--- src/rtl/burst_master.sv ---
// Single-burst bus master: takes one read/write command, runs the AR/R or AW/W/B
// handshakes against the slave, and reports completion with a 2-bit status.
//   state  | meaning
//   S_IDLE | waiting for a command, cmd_ready high
//   S_AR   | read address offered
//   S_R    | collecting read beats
//   S_AW   | write address offered
//   S_W    | streaming write bytes straight through to the bus
//   S_B    | waiting for write response
//   S_DONE | one-cycle completion pulse with status
module burst_master #(
    parameter int unsigned TIMEOUT  = 255,
    parameter bit          ID_CHECK = 1'b1
) (
    input  logic        clk,
    input  logic        rst,
    input  logic        cmd_valid,
    output logic        cmd_ready,
    input  logic        cmd_write,
    input  logic [7:0]  cmd_addr,
    input  logic [3:0]  cmd_len,
    input  logic [3:0]  cmd_id,
    input  logic        wr_valid,
    input  logic [7:0]  wr_data,
    output logic        wr_ready,
    output logic        rd_valid,
    output logic [7:0]  rd_data,
    output logic        rd_err,
    output logic        done,
    output logic [1:0]  status,
    output logic        ARVALID,
    input  logic        ARREADY,
    output logic [15:0] IN,
    input  logic        RVALID,
    output logic        RREADY,
    input  logic        RLAST,
    input  logic [8:0]  OUT,
    output logic        AWVALID,
    input  logic        AWREADY,
    output logic [11:0] AWIN,
    output logic        WVALID,
    input  logic        WREADY,
    output logic        WLAST,
    output logic [7:0]  WDATA,
    input  logic        BVALID,
    output logic        BREADY,
    input  logic [4:0]  BRESP
);

    typedef enum logic [2:0] {S_IDLE, S_AR, S_R, S_AW, S_W, S_B, S_DONE} state_t;

    state_t      state, state_n;
    logic [7:0]  addr_q;
    logic [3:0]  len_q, id_q;
    logic [3:0]  beat, beat_n, beat_inc;
    logic [15:0] tcnt, tcnt_n;
    logic        slv_err, slv_n, prot_err, prot_n, tmo, tmo_n;
    logic        latch, tick, in_w, w_last;
    logic [1:0]  status_n;

    assign in_w   = (state == S_W);
    assign w_last = (beat == len_q - 4'd1);

    always_comb begin
        state_n  = state;
        beat_n   = beat;
        beat_inc = beat + 4'd1;
        tcnt_n   = tcnt;
        slv_n    = slv_err;
        prot_n   = prot_err;
        tmo_n    = tmo;
        latch    = 1'b0;
        tick     = 1'b0;
        unique case (state)
            S_IDLE: if (cmd_valid) begin
                latch  = 1'b1;
                beat_n = '0;
                tcnt_n = '0;
                slv_n  = 1'b0;
                prot_n = 1'b0;
                tmo_n  = 1'b0;
                if (cmd_len == 4'd0) begin
                    prot_n  = 1'b1;
                    state_n = S_DONE;
                end else begin
                    state_n = cmd_write ? S_AW : S_AR;
                end
            end
            S_AR: if (ARREADY) begin
                state_n = S_R;
                tcnt_n  = '0;
            end else tick = 1'b1;
            S_R: if (RVALID) begin
                beat_n = beat_inc;
                tcnt_n = '0;
                if (OUT[0]) slv_n = 1'b1;
                // Either end marker closes the burst; they must coincide.
                if (RLAST || beat_inc == len_q) begin
                    state_n = S_DONE;
                    if (!(RLAST && beat_inc == len_q)) prot_n = 1'b1;
                end
            end else tick = 1'b1;
            S_AW: if (AWREADY) begin
                state_n = S_W;
                tcnt_n  = '0;
            end else tick = 1'b1;
            S_W: if (wr_valid && WREADY) begin
                beat_n = beat_inc;
                tcnt_n = '0;
                if (w_last) state_n = S_B;
            end else tick = 1'b1;
            S_B: if (BVALID) begin
                if (BRESP[4]) slv_n = 1'b1;
                if (ID_CHECK && BRESP[3:0] != id_q) prot_n = 1'b1;
                state_n = S_DONE;
            end else tick = 1'b1;
            S_DONE: state_n = S_IDLE;
            default: state_n = S_IDLE;
        endcase
        if (tick) begin
            if (TIMEOUT != 0 && 32'(tcnt) == TIMEOUT - 1) begin
                tmo_n   = 1'b1;
                state_n = S_DONE;
            end else begin
                tcnt_n = tcnt + 16'd1;
            end
        end
        status_n = tmo_n ? 2'b11 : prot_n ? 2'b10 : slv_n ? 2'b01 : 2'b00;
    end

    always_ff @(posedge clk or posedge rst) begin
        if (rst) begin
            state    <= S_IDLE;
            addr_q   <= '0;
            len_q    <= '0;
            id_q     <= '0;
            beat     <= '0;
            tcnt     <= '0;
            slv_err  <= 1'b0;
            prot_err <= 1'b0;
            tmo      <= 1'b0;
            status   <= 2'b00;
            rd_valid <= 1'b0;
            rd_data  <= '0;
            rd_err   <= 1'b0;
        end else begin
            state    <= state_n;
            beat     <= beat_n;
            tcnt     <= tcnt_n;
            slv_err  <= slv_n;
            prot_err <= prot_n;
            tmo      <= tmo_n;
            if (latch) begin
                addr_q <= cmd_addr;
                len_q  <= cmd_len;
                id_q   <= cmd_id;
            end
            if (state_n == S_DONE) status <= status_n;
            rd_valid <= (state == S_R) && RVALID;
            if ((state == S_R) && RVALID) begin
                rd_data <= OUT[8:1];
                rd_err  <= OUT[0];
            end
        end
    end

    assign cmd_ready = (state == S_IDLE);
    assign ARVALID   = (state == S_AR);
    assign RREADY    = (state == S_R);
    assign AWVALID   = (state == S_AW);
    assign BREADY    = (state == S_B);
    assign done      = (state == S_DONE);
    assign IN        = {addr_q, len_q, id_q};
    assign AWIN      = {addr_q, id_q};
    // Write data path is a combinational pass-through while in S_W.
    assign WVALID    = in_w & wr_valid;
    assign WDATA     = in_w ? wr_data : 8'h00;
    assign WLAST     = in_w & w_last;
    assign wr_ready  = in_w & WREADY;

endmodule

--- config.mk ---
export PLATFORM = sky130hd
export DESIGN_NAME = burst_master
export DESIGN_NICKNAME = d
export VERILOG_FILES = /design/src/rtl/burst_master.sv
export SDC_FILE = /design/constraint.sdc
export NUM_CORES = 1
export LEC_CHECK = 0
export BUFFER_PORTS_ARGS = -buffer_cell sky130_fd_sc_hd__buf_4
export CAP_MARGIN = 30
export CORE_UTILIZATION = 35
export DETAILED_ROUTE_END_ITERATION = 6
export HOLD_SLACK_MARGIN = 0.15
export SLEW_MARGIN = 10
export SYNTH_ARGS = -nofsm -noshare
export SYNTH_HDL_FRONTEND = slang
export SYNTH_SLANG_ARGS = --single-unit
--- constraint.sdc ---
create_clock -name clk -period 2.7 [get_ports clk]
set_input_delay 0.405 -clock clk [delete_from_list [all_inputs] [get_ports clk]]
set_output_delay 0.405 -clock clk [all_outputs]
set_load 0.01 [all_outputs]
**After elaboration in Yosys (flattened, before gate mapping)**

Index checks and enable logic that the tools add are counted.

- Logic and storage cells: 96
- Bits in latches: 0
- Memory bits (writable): 0
- Output and inout bits: 57
- Flip-flop bits (word level): 54
- ROM bits: 0
- Memories kept: 0

- Magnitude comparators: 0
- Eq/ne operators: 14
- Divide/modulo/power cells: 0
- Shifts and indexed selects: 0
- Add/sub/neg operators: 3
- Bitwise operators: 3
- Mux-type cells: 55
- Multipliers: 0
- Reductions and logical operators: 8

Operators with widths:

| kind | count |
|---|---|
| 2-to-1 mux 16 bit | 7 |
| one-hot mux 16 bit (5 select lines) | 1 |
| 2-to-1 mux 3 bit | 11 |
| 2-to-1 mux 1 bit | 24 |
| one-hot mux 3 bit (6 select lines) | 1 |
| adder 16 x 1 -> 16 bit, second input constant | 1 |
| equality test 16 x 8 -> 1 bit, second input constant | 1 |
| equality test 3 bit, second input constant | 4 |
| 2-to-1 mux 4 bit | 3 |
| one-hot mux 4 bit (3 select lines) | 1 |
| equality test 4 bit | 2 |
| 2-to-1 mux 8 bit | 1 |
| equality test 3 x 2 -> 1 bit, second input constant | 2 |
| 2-to-1 mux 2 bit | 3 |
| one-hot mux 1 bit (3 select lines) | 2 |
| one-hot mux 1 bit (5 select lines) | 1 |
| adder 4 x 1 -> 4 bit, second input constant | 1 |
| zero test 4 bit | 1 |
| inequality test 2 bit, second input constant | 2 |
| inequality test 4 bit | 1 |
| AND reduction 4 bit | 1 |
| subtractor 4 x 1 -> 4 bit, second input constant | 1 |
| bitwise AND 1 bit | 3 |
| equality test 3 x 1 -> 1 bit, second input constant | 1 |
| 5 further kinds | 7 |

**Longest topological paths before layout**

Gate-level depths: netlist of run 1.

- Depth after elaboration: 9
- Depth in mapped cells: 9
- Mapped depth without buffers: 9

**Least setup slack after synthesis of run 1**

No wires, ideal clock.

- Path kind: register to output
- Start: reg state[2]
- End: out WLAST
- Data arrival time: 1633 ps
- Stages on the path, launching flop included: 5
- Required time: 2295 ps
- Path buffers: 2
- Slack: 662 ps
- Cell sequence: dfrtp_1 -> buf_2 -> nor3b_2 -> clkbuf_1 -> nor4b_1

- Cells in the longest elaborated chain, start to end: 2

Ends and longest elaborated chain:

| what | RTL line | text |
|---|---|---|
| from (decl) | 52 | `state_t state, state_n;` |
| from (signal assigned) | 147 | `state <= state_n;` |
| equality test 3 bit | 61 | `assign in_w = (state == S_W);` |
| bitwise AND 1 bit | 178 | `assign WLAST = in_w & w_last;` |
| to (decl) | 43 | `output logic WLAST,` |

No other way between the ends.

**Final worst setup path of run 1**

Same ends and word-level chain as after synthesis.

==> results of run 1 <==
==> Yosys cell counts (2+ instances only) <==
cell / count / share of area
a21o_1: 2 / 0.0049
a21oi_1: 3 / 0.0049
and2_1: 17 / 0.035
and3_1: 3 / 0.0062
and4_1: 3 / 0.0086
buf_2: 2 / 0.0033
buf_4: 14 / 0.035
clkbuf_1: 5 / 0.0062
dfrtp_1: 54 / 0.44
ha_1: 4 / 0.016
inv_1: 9 / 0.011
mux2_2: 10 / 0.037
mux2i_1: 5 / 0.016
nand2_1: 71 / 0.088
nand2b_1: 6 / 0.012
nand3_1: 11 / 0.018
nand4_1: 6 / 0.012
nor2_1: 17 / 0.021
nor2_4: 2 / 0.0074
nor2b_1: 2 / 0.0041
nor3_1: 6 / 0.0099
nor4_1: 2 / 0.0041
o21ai_0: 8 / 0.013
o21ai_1: 5 / 0.0082
o31ai_1: 5 / 0.012
xnor2_1: 11 / 0.032
xor2_1: 8 / 0.023
==> cell type report <==
cell class	instances	area, µm²	area share
multi-input cells	234	1520	0.383
flip-flops and latches	54	1350	0.340
repair buffers	113	848	0.214
well taps	105	131	0.0331
clock buffers	6	72.6	0.0183
inverters	10	37.5	0.00945
clock inverters	1	7.51	0.00189
==> layer usage <==
| metal | up-vias | part of all wire | GRT usage |
|---|---|---|---|
| met2 | 89 | 0.46 | 0.270 |
| met1 | 1179 | 0.46 | 0.220 |
| met5 | - | 0 | 0 |
| met3 | 7 | 0.072 | 0.0391 |
| li1 | 1270 | - | - |
| met4 | 0 | 0.013 | 0.0429 |
==> where the power goes <==
| part | internal, µW | total [µW] | switching [µW] |
|---|---|---|---|
| sequential | 1070 | 1360 | 293 |
| clock | 179 | 439 | 260 |
| combinational | 1060 | 2110 | 1050 |
==> metrics by stage <==
step                power (µW)  hold slack, ns
floorplan                 2720           0.447
global placement          3480           0.467
detailed placement        3510           0.471
CTS                       3960           0.162
global route              4230           0.184
finish                    3910           0.139
==> worst register-to-register path, delay by kind of cell, from the launching register on <==
kind             cells  cell delay [ns]
AO/OA/AOI/OAI        4             0.71
flip-flops           1             0.59
AND/OR/NAND/NOR      2             0.88
==> logic make-up after synthesis <==
kind of cell             after synthesis
AND/OR/NAND/NOR                      158
flip-flops                            54
AO/OA/AOI/OAI                         37
buffers and inverters                 31
XOR/XNOR                              20
multiplexers                          15
adder cells (fa/ha/maj)                4
==> registers in the layout, indices dropped and copies added (netlist names) <==
| name | flops |
|---|---|
| tcnt | 16 |
| addr_q | 8 |
| rd_data | 8 |
| beat | 4 |
| id_q | 4 |
| len_q | 4 |
| state | 3 |
| status | 2 |
| prot_err | 1 |
| rd_err | 1 |
| rd_valid | 1 |
| slv_err | 1 |
| tmo | 1 |
==> how the worst max path moves through the flow <==
stage / from / end / slack, ns / cells after the start
final: state[2] / WLAST / 0.32 / 3
after floorplan: state[2] / WLAST / 0.66 / 4
after detailed placement: state[2] / tcnt[6] / 0.43 / 6
after CTS: state[2] / WLAST / 0.29 / 3
after global routing: state[2] / WLAST / 0.17 / 3
after global placement: state[2] / tcnt[6] / 0.50 / 6
==> out/qor.txt, run 1 <==
# hold bufs at CTS - 0
dominant synthesized flop cell - dfrtp_1
YS warnings - 0
reg2reg start - state[2]
post-DR vias/cell - 4.87
Synth Cell Area - 3040 µm²
Slew @ Worst Pin - 0.548 ns
Die X - 95.3 µm
worst path buffer plus inverter count - 1
Final Critical Period - 2.38 ns
main combinational cell family by area after synthesis - simple AND/OR/NAND/NOR gates
run status - complete, no violations
nets - 471
fin crit share - 0.880
Die ar. - 9070 µm²
Synth Area in Compound Gates - 0.0991
CTS tree - built
post-CTS setup buffers - 0
Post-synth ARST share - 1.00
Syn Inst Count - 319
element type at the critical path end - output port
syn_area_per_cell - 9.54 µm²
most common cell after layout, fill and taps aside - buf_4
Max Transition Viols Final - 0
Port-buffer cells - 105
WP data required - 2.30 ns
most frequent cells in the layout - 113 x buf_4, 71 x nand2_1, 54 x dfrtp_1, 17 x and2_1, 17 x nor2_1
final number of hold-violating endpoints - 0
via count - 2,545
Resized cells post-CTS - 0
EDFF count, synth - 0
flop2flop setup slack - 0.41 ns
vias in the first global route - 2,462
post-synthesis mux area share - 0.0534
Post-route DRC - 0
Final WS setup - 0.324 ns
Max Clk Rate - 421 MHz
placer congestion estimate - 0.893
row cnt - 33
H-tree Lvls - 2
number of routed nets with antenna violations - 0
Fillers - 798
1st-pass router iterations - 4
drt total wl - 7.06 mm
RSZ-0062 raised after global routing - no
Crit-path slowest cell - dfrtp_1
Finished Layout Cells - 523
worst reg2reg path depth - 6
layout cell share with drive strength beyond 1 - 0.340
Clk Tree Root Cell - clkbuf_8
Peak supply drop - 0.489 mV
layout overhead on the synthesized area - 30.4%
First DRT Iteration DRCs - 93
endpoints failing setup - 0
Max-slew headroom - 0.635
kind of critical path - reg2out
Post-Syn Nets - 372
slowest stage delay, CP - 0.70 ns
worst r2r dst - tcnt[6]
XOR/XNOR Fraction of Synth Area - 0.0621
Reg clk slew, reported paths - 0.10 ns
Leak - 0.00194 µW
register area share after synthesis - 0.444
DR WL/cell - 13.5 µm
ant diodes - 0
initial core utilization - 0.367
Max FO, Critical Path - 16
crit start category - flip-flop
post-layout util - 0.478
worst slack at placement - 0.429 ns
Core Area - 8300 µm²
DP HPWL - 5.51 mm
pwr/cell area - 985 nW/µm²
initial antenna violation count - 0
largest net degree at the start of global routing - 27
Setup TNS Final - 0 ns
Final Cell Area - 3970 µm²
GRT Util Overall - 0.166
count of max-cap constraint violations - 0
Clock Latency Late Sink - 0.31 ns
Yosys cell types - 55
placed cell count - 516
FF+latch count, synth - 54
IO Pins - 106
Worst EP arrival - 1.97 ns
total congestion overflow - 0
Adder-Cell Fraction of Synth Area - 0.0164
critical path's top delay family - simple AND/OR/NAND/NOR gates
Area after DPL - 3890 µm²
area share of and/or/nand/nor cells after synthesis - 0.269
CTS sink count - 54
CP cell instances - nor3b_2 -> nor4b_1 -> buf_4
CTS Buffer Depth - 2
type of the worst min-delay path - in2async
first-pass GRT wire length - 11.7 mm
Clock Skews - 0.00829 ns
total CTS buffers - 5
Die Y - 95.3 µm
(Power assumes the default switching activity.)
==> run 2: changes to the inputs <==
--- a/config.mk
+++ b/config.mk
@@ -7,9 +7,12 @@
 export LEC_CHECK = 0
 export BUFFER_PORTS_ARGS = -buffer_cell sky130_fd_sc_hd__buf_4
 export CAP_MARGIN = 30
-export CORE_UTILIZATION = 35
+export CELL_PAD_IN_SITES_DETAIL_PLACEMENT = 0
+export CELL_PAD_IN_SITES_GLOBAL_PLACEMENT = 1
+export CORE_UTILIZATION = 34
 export DETAILED_ROUTE_END_ITERATION = 6
 export HOLD_SLACK_MARGIN = 0.15
+export PLACE_DENSITY = 0.77
 export SLEW_MARGIN = 10
 export SYNTH_ARGS = -nofsm -noshare
 export SYNTH_HDL_FRONTEND = slang
==> constraint.sdc (replaced) <==
create_clock -name clk -period 2 [get_ports clk]
set_input_delay 0.3 -clock clk [delete_from_list [all_inputs] [get_ports clk]]
set_output_delay 0.3 -clock clk [all_outputs]
set_load 0.01 [all_outputs]
==> run 2 against run 1 <==
The flow now finishes with violations (negative setup slack); critical path depth rose by 3; final cell count rose by 6.5%; wire length rose by 12%; highest routed layer unchanged; critical path type unchanged.
==> out/qor.txt, run 2 (same netlist as run 1, synthesis figures left out) <==
Area after DPL - 4060 µm²
ant diodes - 0
vias in the first global route - 2,655
Final Cell Area - 4400 µm²
Die ar. - 9340 µm²
fin crit share - 1.03
kind of critical path - reg2out
initial core utilization - 0.351
worst r2r dst - status[1]
first-pass GRT wire length - 13.0 mm
CTS sink count - 54
H-tree Lvls - 2
worst reg2reg path depth - 8
run status - finished, violations left
Final Critical Period - 2.06 ns
Die X - 96.6 µm
hold endpoint - addr_q[0]
post-DR vias/cell - 4.81
biggest regs - tcnt (16), addr_q (8), rd_data (8)
via count - 2,678
Max-slew headroom - 0.743
worst hold stages - 3
Core Area - 8680 µm²
1st-pass router iterations - 4
Post-route DRC - 0
Final WS setup - -0.0559 ns
row cnt - 34
Seq pwr share - 0.291
DR WL/cell - 14.2 µm
Int Pwr - 3640 µW
Slew @ Worst Pin - 0.383 ns
RSZ-0062 raised after global routing - yes
initial antenna violation count - 0
layout cell share with drive strength beyond 1 - 0.441
Reg clk slew, reported paths - 0.10 ns
Max Transition Viols Final - 0
sw power - 2430 µW
Max Clk Rate - 486 MHz
placer congestion estimate - 0.890
Clock Skews - 0.0131 ns
largest reg by FF count - tcnt
IO Pins - 106
Clock Latency Late Sink - 0.31 ns
pwr/cell area - 1380 nW/µm²
largest net degree at the start of global routing - 40
hold path start - cmd_addr[0]
total CTS buffers - 5
reg2reg start - len_q[0]
most common cell after layout, fill and taps aside - buf_4
Largest register FFs - 16
CTS Buffer Depth - 2
final number of hold-violating endpoints - 0
total congestion overflow - 0
Switching Share - 0.400
Leak - 0.00214 µW
type of the worst min-delay path - in2reg
crit start category - flip-flop
Max FO, Critical Path - 4
GRT Util Overall - 0.170
WP data required - 1.70 ns
DP HPWL - 6.06 mm
Clk Tree Root Cell - clkbuf_8
Logic pwr share - 0.608
clock share of power - 0.101
flop2flop setup slack - -0.02 ns
failing checks - negative setup slack
drt total wl - 7.91 mm
endpoints failing setup - 2
count of max-cap constraint violations - 0
Port-buffer cells - 105
most frequent cells in the layout - 140 x buf_4, 70 x nand2_1, 51 x dfrtp_1, 17 x and2_1, 15 x nor2_1
CTS tree - built
Worst EP arrival - 1.76 ns
nets - 503
layout overhead on the synthesized area - 44.5%
worst slack at placement - -0.0513 ns
Peak supply drop - 0.582 mV
element type at the critical path end - output port
First DRT Iteration DRCs - 77
Die Y - 96.6 µm
number of routed nets with antenna violations - 0
[run 2: cell types whose count changed in the layout (fill, tap and decap cells not counted), moves of 2 or more]
| cell | before | now |
|---|---|---|
| buf_12 | 0 | 2 |
| buf_4 | 113 | 140 |
| buf_6 | 0 | 2 |
| dfrtp_1 | 54 | 51 |
| dfrtp_2 | 0 | 3 |
| ha_1 | 4 | 2 |
| ha_4 | 0 | 2 |
| nor2_1 | 17 | 15 |
| nor2_2 | 0 | 2 |
| nor3_1 | 6 | 2 |
| nor3_2 | 1 | 4 |
| xor2_1 | 8 | 6 |
| xor2_2 | 0 | 2 |
[run 2: per-stage QoR]
step	total power (µW)	setup TNS, ns	util	hold slack, ns	std cells
2_1_floorplan	3680	0	-	0.405	319
3_3_place_gp	4970	0	0.468	0.308	538
3_5_place_dp	5050	-0.0513	0.468	0.309	538
4_1_cts	5800	-0.107	0.485	0.171	549
5_1_grt	6520	-0.351	0.507	0.165	557
6_report	6070	-0.0757	0.507	0.175	557
[run 2: layout make-up]
type,instances,area (µm²)
repair buffers,145,1120
fillers,820,4280
inverters,10,37.5
well taps,108,135
flip-flops and latches,54,1360
multi-input cells,234,1670
clock buffers,6,82.6
[run 2: power groups by stage]
stage | combinational [µW] | clock [µW] | sequential, µW
CTS | 3410 | 639 | 1750
global placement | 3210 | 0 | 1750
finish | 3690 | 615 | 1770
global route | 4020 | 687 | 1820
floorplan | 1830 | 0 | 1850
detailed placement | 3270 | 0 | 1780
[run 2: metal layers]
layer  vias to the layer above  routed length (µm)  track usage
met5                         -                   0            0
met4                         0                  58       0.0379
met3                         6                 425       0.0397
met2                        77                3920        0.289
met1                      1263                3510        0.218
li1                       1332                   -            -
[run 2: how the worst max path moves through the flow]
stage          startpoint        end  slack [ns]  cells past startpoint
2_1_floorplan    state[2]      WLAST        0.07                      4
3_3_place_gp     len_q[1]  status[1]        0.03                      9
3_5_place_dp     len_q[1]  status[1]       -0.05                      9
4_1_cts          len_q[0]      WLAST       -0.07                      6
5_1_grt          len_q[0]      WLAST       -0.14                      6
6_report         len_q[0]      WLAST       -0.06                      6
[run 2: what timing repair did]
item                                    CTS  global route
hold endpoints to repair                 15             0
hold buffers                              1             0
pin swaps                                 4            13
gates resized for setup                   5            28
endpoints found under the setup margin   12            25
setup buffers                             4             8
[run 2: worst max-delay path: stages (launching register included)]
cell and delay, ns:
dfrtp_1 0.43, inv_2 0.07, ha_4 0.26, xor2_1 0.13, nand2_1 0.13, nor4b_4 0.26, buf_4 0.17
==> run 3: changes to the inputs <==
--- a/config.mk
+++ b/config.mk
@@ -11,6 +11,7 @@
 export CELL_PAD_IN_SITES_GLOBAL_PLACEMENT = 1
 export CORE_UTILIZATION = 34
 export DETAILED_ROUTE_END_ITERATION = 6
+export GPL_TIMING_DRIVEN = 0
 export HOLD_SLACK_MARGIN = 0.15
 export PLACE_DENSITY = 0.77
 export SLEW_MARGIN = 10
==> run 3 against run 2 <==
The run still ends with negative setup slack left; sequential share of layout area is 0.69 points lower; clock skew is 0.0056 ns lower; global-route usage hardly changed; critical path type unchanged; power is 1.5% higher; flip-flop and latch count stayed put; clock power is 2% higher.
==> out/qor.txt, run 3 (same netlist as run 1, synthesis figures left out) <==
WP data required - 1.70 ns
ant diodes - 0
number of routed nets with antenna violations - 0
Reg clk slew, reported paths - 0.09 ns
Max FO, Critical Path - 4
Die X - 96.6 µm
total CTS buffers - 5
initial antenna violation count - 0
WHS - 0.176 ns
placer congestion estimate - 0.805
largest net degree at the start of global routing - 35
Max-slew headroom - 0.484
CTS sink count - 54
Max Clk Rate - 491 MHz
GRT Util Overall - 0.169
CTS tree - built
Leak - 0.00218 µW
vias in the first global route - 2,606
Slew @ Worst Pin - 0.767 ns
Peak supply drop - 0.582 mV
Clock Skews - 0.00751 ns
Fillers - 844
failing checks - negative setup slack
hold endpoint - addr_q[6]
DR WL/cell - 14.2 µm
run status - finished, violations left
final number of hold-violating endpoints - 0
via count - 2,726
DP HPWL - 5.75 mm
type of the worst min-delay path - in2reg
kind of critical path - reg2out
Final WS setup - -0.0367 ns
worst reg2reg path depth - 9
first-pass GRT wire length - 12.9 mm
First DRT Iteration DRCs - 92
worst hold stages - 3
Die ar. - 9340 µm²
Clock Latency Late Sink - 0.31 ns
flop2flop setup slack - -0.03 ns
layout cell share with drive strength beyond 1 - 0.456
reg2reg start - state[2]
element type at the critical path end - output port
Die Y - 96.6 µm
biggest regs - tcnt (16), addr_q (8), rd_data (8)
Largest register FFs - 16
most common cell after layout, fill and taps aside - buf_4
crit start category - flip-flop
hold path start - cmd_addr[6]
row cnt - 34
most frequent cells in the layout - 140 x buf_4, 69 x nand2_1, 52 x dfrtp_1, 15 x and2_1, 15 x nor2_1
fin crit share - 1.02
worst r2r dst - tcnt[8]
Worst EP arrival - 1.74 ns
IO Pins - 106
RSZ-0062 raised after global routing - yes
worst slack at placement - -0.217 ns
Clk Tree Root Cell - clkbuf_8
initial core utilization - 0.351
Port-buffer cells - 105
endpoints failing setup - 4
layout overhead on the synthesized area - 47.7%
pwr/cell area - 1370 nW/µm²
H-tree Lvls - 2
largest reg by FF count - tcnt
Max Transition Viols Final - 0
Post-route DRC - 0
count of max-cap constraint violations - 0
nets - 510
1st-pass router iterations - 4
total congestion overflow - 0
Final Critical Period - 2.04 ns
drt total wl - 8.04 mm
CTS Buffer Depth - 2
post-DR vias/cell - 4.82
Core Area - 8680 µm²
run 3: changes by cell type in the layout (fill, tap and decap cells not counted), sizes merged:
cell	previous run	this run
clkbuf	6	11
buf	144	147
clkinv	0	1
run 3: worst max path at each step:
stage	start	end	slack [ns]	depth (start not counted)
finish	len_q[0]	WLAST	-0.04	6
global route	len_q[0]	WLAST	-0.14	6
CTS	len_q[0]	status[0]	-0.03	8
detailed placement	state[2]	WLAST	-0.22	5
global placement	rst	beat[2]	-0.43	2
floorplan	state[2]	WLAST	0.07	4
run 3: report_power, final:
part / internal [µW] / switching (µW) / total, µW
Sequential: 1450 / 320 / 1770
Combinational: 1980 / 1790 / 3760
Clock: 280 / 350 / 630
run 3: stage by stage:
| stage | instance area, µm² | cells | total power [µW] | util | TNS, ns |
|---|---|---|---|---|---|
| final | 4500 | 566 | 6160 | 0.518 | -0.114 |
| after global routing | 4500 | 566 | 6610 | 0.518 | -1.18 |
| after CTS | 4240 | 553 | 5840 | 0.489 | -0.0630 |
| after detailed placement | 3990 | 533 | 4910 | 0.459 | -2.92 |
| after global placement | 3970 | 532 | 4850 | 0.457 | -24.45 |
| after floorplan | 3040 | 319 | 3680 | - | 0 |
run 3: critical path, stage by stage (launching register included):
cell and delay [ns]:
dfrtp_1 0.43, inv_2 0.08, ha_4 0.26, xor2_1 0.13
nand2_1 0.11, nor4b_2 0.26, buf_4 0.16
run 3: repair_timing:
| action | in CTS | in global routing |
|---|---|---|
| gates resized for setup | 20 | 32 |
| setup buffers | 11 | 13 |
| pin swaps | 10 | 19 |
| hold endpoints to repair | 20 | 0 |
| hold buffers | 1 | 0 |
| setup endpoints to repair | 37 | 26 |
run 3: layer usage:
layer | vias to the layer above | routed length, µm | GRT usage | share of wire
met1 | 1279 | 3550 | 0.226 | 0.44
met2 | 93 | 3990 | 0.280 | 0.50
met5 | - | 0 | 0 | 0
li1 | 1346 | - | - | -
met3 | 8 | 440 | 0.0289 | 0.055
met4 | 0 | 65 | 0.0528 | 0.0081
run 3: final cells by class:
cell class	count	area, µm²	area share
Buffer	21	171	0.0381
Clock buffer	7	86.3	0.0192
Clock inverter	1	5.00	0.00111
Inverter	10	37.5	0.00835
Multi-Input combinational cell	234	1700	0.379
Sequential cell	54	1350	0.301
Tap cell	108	135	0.0301
Timing Repair Buffer	131	1000	0.223
